[src/rtl/fetch_unit.sv]
// fetch_unit: PC holder and variable-latency instruction fetcher feeding control decode.
// Define FETCH_ALIGN_CHECK_EN to fault on a misaligned pc_next instead of silently aligning it.
module fetch_unit #(
    parameter logic [31:0] RESET_PC = 32'h0000_0000,
    parameter int          MAX_WAIT = 16
) (
    input  logic        clk,
    input  logic        rst,
    output logic        imem_req,
    output logic [31:0] imem_addr,
    input  logic        imem_gnt,
    input  logic        imem_rvalid,
    input  logic [31:0] imem_rdata,
    output logic [31:0] instr,
    output logic        instr_valid,
    output logic [31:0] pc,
    output logic [31:0] pc_plus4,
    input  logic        advance,
    input  logic [31:0] pc_next,
    output logic        fetch_err
);
    localparam int CW = (MAX_WAIT < 1) ? 1 : $clog2(MAX_WAIT + 1);
    localparam logic [CW-1:0] LAST = CW'(MAX_WAIT - 1);

    typedef enum logic [2:0] {IDLE, REQ, WAIT, HOLD, ERR} state_t;

    state_t        state_q, state_d;
    logic [31:0]   pc_q, pc_d;
    logic [31:0]   instr_q, instr_d;
    logic [CW-1:0] cnt_q, cnt_d;

    always_comb begin
        state_d = state_q;
        pc_d    = pc_q;
        instr_d = instr_q;
        cnt_d   = cnt_q;
        case (state_q)
            IDLE: state_d = REQ;
            REQ: if (imem_gnt) begin
                state_d = WAIT;
                cnt_d   = '0;
            end
            WAIT: if (imem_rvalid) begin
                instr_d = imem_rdata;
                state_d = HOLD;
            end else if (MAX_WAIT != 0 && cnt_q == LAST) begin
                state_d = ERR;
            end else begin
                cnt_d = cnt_q + CW'(1);
            end
            HOLD: if (advance) begin
`ifdef FETCH_ALIGN_CHECK_EN
                if (pc_next[1:0] != 2'b00) begin
                    state_d = ERR;
                end else begin
                    pc_d    = pc_next;
                    state_d = REQ;
                end
`else
                pc_d    = pc_next & ~32'd3;
                state_d = REQ;
`endif
            end
            default: ;
        endcase
    end

    always_ff @(posedge clk) begin
        if (rst) begin
            state_q <= IDLE;
            pc_q    <= RESET_PC;
            instr_q <= 32'h0000_0013;
            cnt_q   <= '0;
        end else begin
            state_q <= state_d;
            pc_q    <= pc_d;
            instr_q <= instr_d;
            cnt_q   <= cnt_d;
        end
    end

    assign imem_req    = (state_q == REQ);
    assign imem_addr   = pc_q;
    assign instr       = instr_q;
    assign instr_valid = (state_q == HOLD);
    assign pc          = pc_q;
    assign pc_plus4    = pc_q + 32'd4;
    assign fetch_err   = (state_q == ERR);
endmodule

[config.mk]
export PLATFORM = sky130hd
export DESIGN_NAME = fetch_unit
export DESIGN_NICKNAME = d
export VERILOG_FILES = /design/src/rtl/fetch_unit.sv
export SDC_FILE = /design/constraint.sdc
export NUM_CORES = 1
export LEC_CHECK = 0
export CAP_MARGIN = 30
export CORE_AREA = 10 10 103 105
export CTS_CLUSTER_DIAMETER = 50
export DETAILED_ROUTE_END_ITERATION = 8
export DIE_AREA = 0 0 113 115
export PLACE_DENSITY = 0.91
export SLEW_MARGIN = 40
export SYNTH_ARGS = -nofsm -noshare
export SYNTH_HDL_FRONTEND = slang
export SYNTH_SLANG_ARGS = --single-unit
[constraint.sdc]
create_clock -name clk -period 6.65 [get_ports clk]
set_clock_uncertainty 0.15 [all_clocks]
set_input_delay 1.33 -clock clk [delete_from_list [all_inputs] [get_ports clk]]
set_output_delay 1.33 -clock clk [all_outputs]
set_load 0.005 [all_outputs]
### Word-level counts from Yosys, hierarchy flattened

Index checks and enable logic that the tools add are counted.

| storage, ports and cells | value |
|---|---|
| bits in latches | 0 |
| memories kept | 0 |
| memory bits (read-only) | 0 |
| bits in writable memories | 0 |
| register bits | 70 |
| bits of input ports | 69 |
| output and inout port bits | 131 |
| logic and storage cells | 32 |

| operators by class | value |
|---|---|
| mux-type cells | 9 |
| $add $sub $neg | 2 |
| reduce and logical (&&, ||, !) cells | 7 |
| equal/unequal tests | 10 |
| divide/modulo/power cells | 0 |
| order comparisons | 0 |
| bitwise gates (word level) | 0 |
| multipliers | 0 |
| shift-type cells | 0 |

Operators with widths:

| operator | count |
|---|---|
| 32-bit by 3-bit adder with 32-bit output, second input constant | 1 |
| 5-bit 2-to-1 mux | 3 |
| 3-bit 2-to-1 mux | 4 |
| 3-bit one-hot mux with 4 select lines | 1 |
| 5-bit one-hot mux with 2 select lines | 1 |
| 4-bit AND reduction | 2 |
| 3-bit by 2-bit == test with 1-bit output, second input constant | 2 |
| 5-bit by 1-bit adder with 5-bit output, second input constant | 1 |
| 5-bit by 4-bit == test with 1-bit output, second input constant | 1 |
| 2-bit by 1-bit != test with 1-bit output, second input constant | 2 |
| 2-bit != test, second input constant | 2 |
| 2-bit AND reduction | 2 |
| 4-bit nonzero test | 1 |
| 3-bit by 1-bit == test with 1-bit output, second input constant | 1 |
| 3-bit == test, second input constant | 1 |
| 3-bit zero test | 1 |
| 3-bit != test, second input constant | 1 |
| 2-bit nonzero test | 1 |

### Logic depth before layout (Yosys ltp)

Gate-level depths: netlist of run 1.

| logic depth | value |
|---|---|
| depth in word-level cells | 4 |
| gate-level depth with buffers | 7 |

### Least setup slack after synthesis of run 1

No wires, ideal clock.

| timing | value |
|---|---|
| path type | flip-flop to output port |
| from | register pc_q[2] (netlist: imem_addr[2]) |
| to | output pc_plus4[24] |
| setup slack | 3.544 ns |
| stages on the path, launching flop included | 6 |
| arrival | 1.626 ns |
| path through | dfxtp_1 ha_1 nand4_1 nor4_2 nand4_1 xnor2_1 |

| on the way | value |
|---|---|
| longest elaborated chain between the ends | 1 |

Ends and longest elaborated chain:

| item | RTL line | text |
|---|---|---|
| start, declared | 28 | `logic [31:0] pc_q, pc_d;` |
| start signal, assigned | 76 | `pc_q <= pc_d;` |
| 32-bit by 3-bit adder with 32-bit output | 87 | `assign pc_plus4 = pc_q + 32'd4;` |
| end, declared | 17 | `output logic [31:0] pc_plus4,` |

Every way passes these cells.

### Worst setup path after layout of run 1

| timing | value |
|---|---|
| from | register pc_q[8] (netlist: imem_addr[8]) |
| to | output pc_plus4[29] |

Same word-level chain as after synthesis.

==> results.toml, run 1 <==
[yosys]
synth_compound_area_frac = 0.109
synth-seq-cells = 70
synthXorXnorAreaFrac = 0.0720
synth_common_cells = "nand2_1 (139), dfxtp_1 (70), a21oi_1 (64)"
ys.flop_type = "dfxtp_1"
yosysTopAreaCell = "dfxtp_1"
synth_edf_count = 0
synth_cell_types = 34
synth.most_common_cell = "nand2_1"
synthSimpleGateAreaFrac = 0.275
synth_top_area_frac = 0.411
netlist_instances = 452
synthTopCellsByArea = "dfxtp_1 (41%), nand2_1 (15%), a21oi_1 (9.4%), buf_4 (7.9%), xnor2_1 (5.4%)"
synth_mux_area_frac = 0.00294
ys_seq_area_frac = 0.411
syn_area_um2 = 3410
synth_top_family_by_area = "simple AND/OR/NAND/NOR gates"
synthAdderAreaFrac = 0.0110
avgSynthCellArea_um2 = 7.54
ys.warnings.count = 0
ys_async_sr_fraction = 0

[setup_path]
slowest_delay_ps = 710
crit_top_cell = "nand4_1"
critPathMaxFanout = 7
worst-endpoint-required_ps = 5170
slowest_stage = "nor3_1"
critPathArrivalTime_ps = 2820
crit_buf_inv = 1
criticalPathCategory = "reg -> out"
crit_chain = "nand4_1, nor3_1, nand4_1, xnor2_1, clkdlybuf4s50_1"
endpoint_kind = "primary output"
cp-start-kind = "flop"
crit_family = "simple AND/OR/NAND/NOR gates"

[placed_design]
port-buffer-count = 191
dp_hpwl_mm = 9.31
place_congestion = 0.861
dp_cells = 698
placed_area_um2 = 5120
pre_cts_slack_ps = 2630

[finish]
multi_input_area_um2 = 1650
fin_area_um2 = 5340
drive_gt1_frac = 0.0446
regArea_um2 = 1400
syn_to_final_growth_pct = 56.6
diodes = 0
finish.net_count = 673
stdcell_count = 714
fin_util = 0.624
fillers = 710

[route]
via_per_inst = 5.01
wire_per_inst_um = 16.8
dr.pass1.iters = 4
vias = 3575
wl_mm = 12.0
drtIter0Drc = 216
drc_errors = 0
drtAntennaViolNets = 0

[floorplan]
fp.dieH_um = 115
pin_count = 200
die_width_um = 113
coreArea_um2 = 8550
placementRows = 34
start_util = 0.398
dieArea_um2 = 13000

[global_route]
track_usage = 0.176
antenna_found_initial = 0
grt_pass1_wl_mm = 18.8
grt_pass1_vias = 3618
grt_max_degree = 59
grt.overflow.total = 0

[sta]
rsz0062_at_grt = "no"
setup_slack_ps = 2350
finalSetupViolations = 0
fmax_mhz = 233
fin_setup_tns_ps = 0
hold_viol_final = 0
slew_viol_final = 0
relSlewSlack = 0.502
post-route-min-period_ps = 4300
worst_pin_slew_ps = 742
period_share = 0.646
worst_hold_slack_ps = 305

[clock_tree]
cts-resized-gates = 0
clk_latency_ps = 330
postCtsHoldBufs = 0
clk_pin_slew_worst_paths_ps = 80
clockBufferDepth = 2
cts_setup_buffers = 0
cts.sinks = 70
cts_inserted_buffers = 9
root_buffer = "clkbuf_8"
htreeDepth = 3
cts_tree = "yes"

[flow_run]
drv_cap = 0

[power]
irDropWorstVdd_uv = 131
power_mw = 0.898
p_leak_nw = 1.83
p_per_area_nw_per_um2 = 168

[outcome]
status = "finished clean"

[hold_path]
min_path_type = "reg -> reg"
-- routing by layer --
| layer | vias up | global-route usage | routed length (um) |
|---|---|---|---|
| li1 | 1747 | - | - |
| met1 | 1670 | 0.175 | 4350 |
| met2 | 148 | 0.317 | 6130 |
| met3 | 10 | 0.0849 | 1380 |
| met4 | 0 | 0.0533 | 116 |
| met5 | - | 0 | 0 |
-- final cells by class --
| cell class | count | share of cell area |
|---|---|---|
| Timing Repair Buffer | 192 | 0.359 |
| Multi-Input combinational cell | 320 | 0.309 |
| Sequential cell | 70 | 0.263 |
| Clock buffer | 10 | 0.0258 |
| Tap cell | 108 | 0.0253 |
| Clock inverter | 6 | 0.0129 |
| Inverter | 8 | 0.00563 |
-- cells in the final DEF (no fill, tap or decap), types with 2 or more instances in the layout --
| cell | instances |
|---|---|
| xnor2_1 | 21 |
| clkbuf_8 | 10 |
| conb_1 | 6 |
| inv_1 | 8 |
| inv_6 | 2 |
| dfxtp_1 | 70 |
| nor2_1 | 15 |
| nor3b_1 | 2 |
| a21oi_1 | 64 |
| clkdlybuf4s50_1 | 190 |
| nand3b_1 | 5 |
| and3_1 | 5 |
| nor2b_1 | 2 |
| nand4_1 | 10 |
| xor2_1 | 7 |
| a31oi_1 | 2 |
| nor3_1 | 6 |
| ha_1 | 3 |
| o21ai_0 | 3 |
| nand3_1 | 15 |
| nand2_1 | 138 |
-- power breakdown --
| group | leakage, nW | internal (mW) | switching [mW] |
|---|---|---|---|
| logic | 1.16 | 0.0656 | 0.0387 |
| registers | 0.566 | 0.427 | 0.00970 |
| clock network | 0.103 | 0.186 | 0.171 |
-- kinds of logic (layout without fill, tap and decap cells) --
family                     after synthesis  after routing
xor gates and xnor gates                28             28
DFF                                     70             70
buffers and inverters                   67            216
muxes                                    1              1
AOI/OAI and AO/OA                       72             72
adders and majority gates                3              3
and+or+nand+nor                        210            210
other                                    1              6
-- state kept, by name, summed over array words and instances, names as in the netlist --
signal and flops:
cnt_q 5, state_q 3, imem_addr 30, instr 32
-- final timing paths --
path	startpoint	endpoint	slack, ps	depth (start not counted)
setup / recovery	imem_addr[8]$_SDFFE_PP0P_	pc_plus4[29]	2350	5
hold / removal	instr[25]$_SDFFE_PP0P_	instr[25]$_SDFFE_PP0P_	300	2
setup reg to reg	cnt_q[0]$_SDFFE_PP0P_	cnt_q[4]$_SDFFE_PP0P_	4230	7
hold reg to reg	instr[25]$_SDFFE_PP0P_	instr[25]$_SDFFE_PP0P_	300	2
-- worst register-to-register path, stage by stage, from the launching register on --
cell and delay, ps:
dfxtp_1 340, ha_1 230, and3_1 190, ha_1 240, or4b_4 510, a21o_1 230
or3_1 340, a21oi_2 130
No activity file was read; power rests on OpenSTA's default activity.
==> run 2, diff against run 1 <==
Settings changed: CORE_AREA 10 10 103 105 to 10 10 106 108, DIE_AREA 0 0 113 115 to 0 0 116 118, PLACE_DENSITY 0.91 to 0.87.
Clock period 6.65 ns to 4.2 ns, I/O delays scaled along.
==> run 2 against run 1 <==
  * Sequential cell count unchanged
  * Non-clock buffer count up 2
  * Power up 56%
  * Critical endpoint unchanged
  * Highest routed layer unchanged
==> results.toml, run 2 (same netlist as run 1, synthesis figures left out) <==
[setup_path]
crit_family = "simple AND/OR/NAND/NOR gates"
worst-endpoint-required_ps = 3210
critPathMaxFanout = 7
slowest_delay_ps = 650
r2r_end = "cnt_q[4]$_SDFFE_PP0P_"
r2r_setup_slack_ps = 1790
worst_r2r_path_depth = 7
crit_buf_inv = 1
cp-start-kind = "flop"
slowest_stage = "nor3_1"
criticalPathCategory = "reg -> out"
cp-startpoint = "imem_addr[8]$_SDFFE_PP0P_"
timing.rr.start = "cnt_q[0]$_SDFFE_PP0P_"
critPathArrivalTime_ps = 2760
crit_chain = "nand4_1, nor3_1, nand4_1, xnor2_1, clkdlybuf4s50_1"
crit_top_cell = "nand4_1"
endpoint_kind = "primary output"

[finish]
stdcell_count = 719
diodes = 0
largest_reg_flops = 32
layout_commonest_cell = "clkdlybuf4s50_1"
layout_common_cells = "clkdlybuf4s50_1 (190), nand2_1 (138), dfxtp_1 (70), a21oi_1 (64), xnor2_1 (21)"
finish.net_count = 675
fillers = 791
drive_gt1_frac = 0.0461
fin_area_um2 = 5340
syn_to_final_growth_pct = 56.6

[route]
via_per_inst = 4.92
vias = 3536
dr.pass1.iters = 6
wire_per_inst_um = 16.1
drc_errors = 0
drtIter0Drc = 239
drtAntennaViolNets = 0
wl_mm = 11.6

[global_route]
grt_pass1_wl_mm = 18.1
grt.overflow.total = 0
grt_pass1_vias = 3481
grt_max_degree = 71
antenna_found_initial = 0
track_usage = 0.162

[power]
p_int_mw = 1.06
seq_power_share = 0.494
power_mw = 1.40
power_frac_comb = 0.117
p_switching_mw = 0.338
swShare = 0.242
p_leak_nw = 1.82
p_per_area_nw_per_um2 = 262
p_clk_frac = 0.389
irDropWorstVdd_uv = 209

[sta]
post-route-min-period_ps = 3750
finalSetupViolations = 0
period_share = 0.893
fin_setup_tns_ps = 0
relSlewSlack = 0.518
hold_viol_final = 0
rsz0062_at_grt = "no"
setup_slack_ps = 447
slew_viol_final = 0
fmax_mhz = 266
worst_pin_slew_ps = 723

[clock_tree]
clk_latency_ps = 330
postCtsHoldBufs = 0
cts.sinks = 70
cts_setup_buffers = 0
clk_pin_slew_worst_paths_ps = 80
clockBufferDepth = 2
root_buffer = "clkbuf_8"
htreeDepth = 3
cts_tree = "yes"
cts-resized-gates = 0
cts_inserted_buffers = 9

[floorplan]
placementRows = 35
coreArea_um2 = 9110
pin_count = 200
fp.dieH_um = 118
dieArea_um2 = 13700
start_util = 0.374
die_width_um = 116

[hold_path]
holdCritStartpoint = "instr[26]$_SDFFE_PP0P_"
hold_depth = 2
min_path_type = "reg -> reg"
holdPathEnd = "instr[26]$_SDFFE_PP0P_"

[placed_design]
pre_cts_slack_ps = 782
dp_hpwl_mm = 9.11
port-buffer-count = 191
dp_cells = 703
place_congestion = 0.885
placed_area_um2 = 5130

[outcome]
status = "finished clean"

[flow_run]
drv_cap = 0
-- run 2: cell count changes in the layout (fill, tap and decap cells not counted), sizes merged --
cell	previous run	this run
clkbuf	10	9
buf	2	4
inv	10	11
-- run 2: power by group through the flow --
stage / clock network [mW] / logic [mW] / registers, mW
CTS: 0.563 / 0.165 / 0.691
floorplan: 0 / 0.0628 / 0.703
detailed placement: 0 / 0.165 / 0.707
global placement: 0 / 0.161 / 0.706
global route: 0.597 / 0.178 / 0.694
finish: 0.543 / 0.164 / 0.691
-- run 2: layout make-up --
cell class	instances	area, um^2	area share
inverters	8	30.0	0.00563
clock buffers	9	124	0.0232
flip-flops and latches	70	1400	0.263
well taps	111	139	0.0260
clock inverters	7	77.6	0.0145
multi-input cells	320	1630	0.306
repair buffers	194	1930	0.362
-- run 2: how the worst max path moves through the flow --
stage | to | slack (ps) | depth (start not counted)
floorplan | pc_plus4[24] | 1580 | 5
global placement | pc_plus4[29] | 870 | 5
detailed placement | pc_plus4[29] | 780 | 5
CTS | pc_plus4[29] | 420 | 5
global route | pc_plus4[23] | 220 | 5
finish | pc_plus4[29] | 450 | 5
-- run 2: metal layers --
layer  share of wire  track usage  vias up  routed length [um]
met5               0            0        -                   0
met4           0.016       0.0469        0                 188
met3            0.12       0.0759       16                1340
met2            0.50        0.280      147                5840
met1            0.36        0.168     1625                4230
li1                -            -     1748                   -
-- run 2: worst reg2reg max path, cell delays in order (launching register included) --
cell	delay (ps)
dfxtp_1	340
ha_1	230
and3_1	190
ha_1	230
or4b_4	500
a21o_1	230
or3_1	340
a21oi_2	140
-- run 2: per-stage QoR --
stage	hold slack [ps]	util
after floorplan	291	-
after global placement	292	0.563
after detailed placement	296	0.564
after CTS	306	0.586
after global routing	327	0.586
final	305	0.586
==> run 3, diff against run 2 <==
Settings changed: TNS_END_PERCENT set to 10.
==> results of run 3 <==
Same layout as run 2: the final DEF is identical, and so are final timing and power.
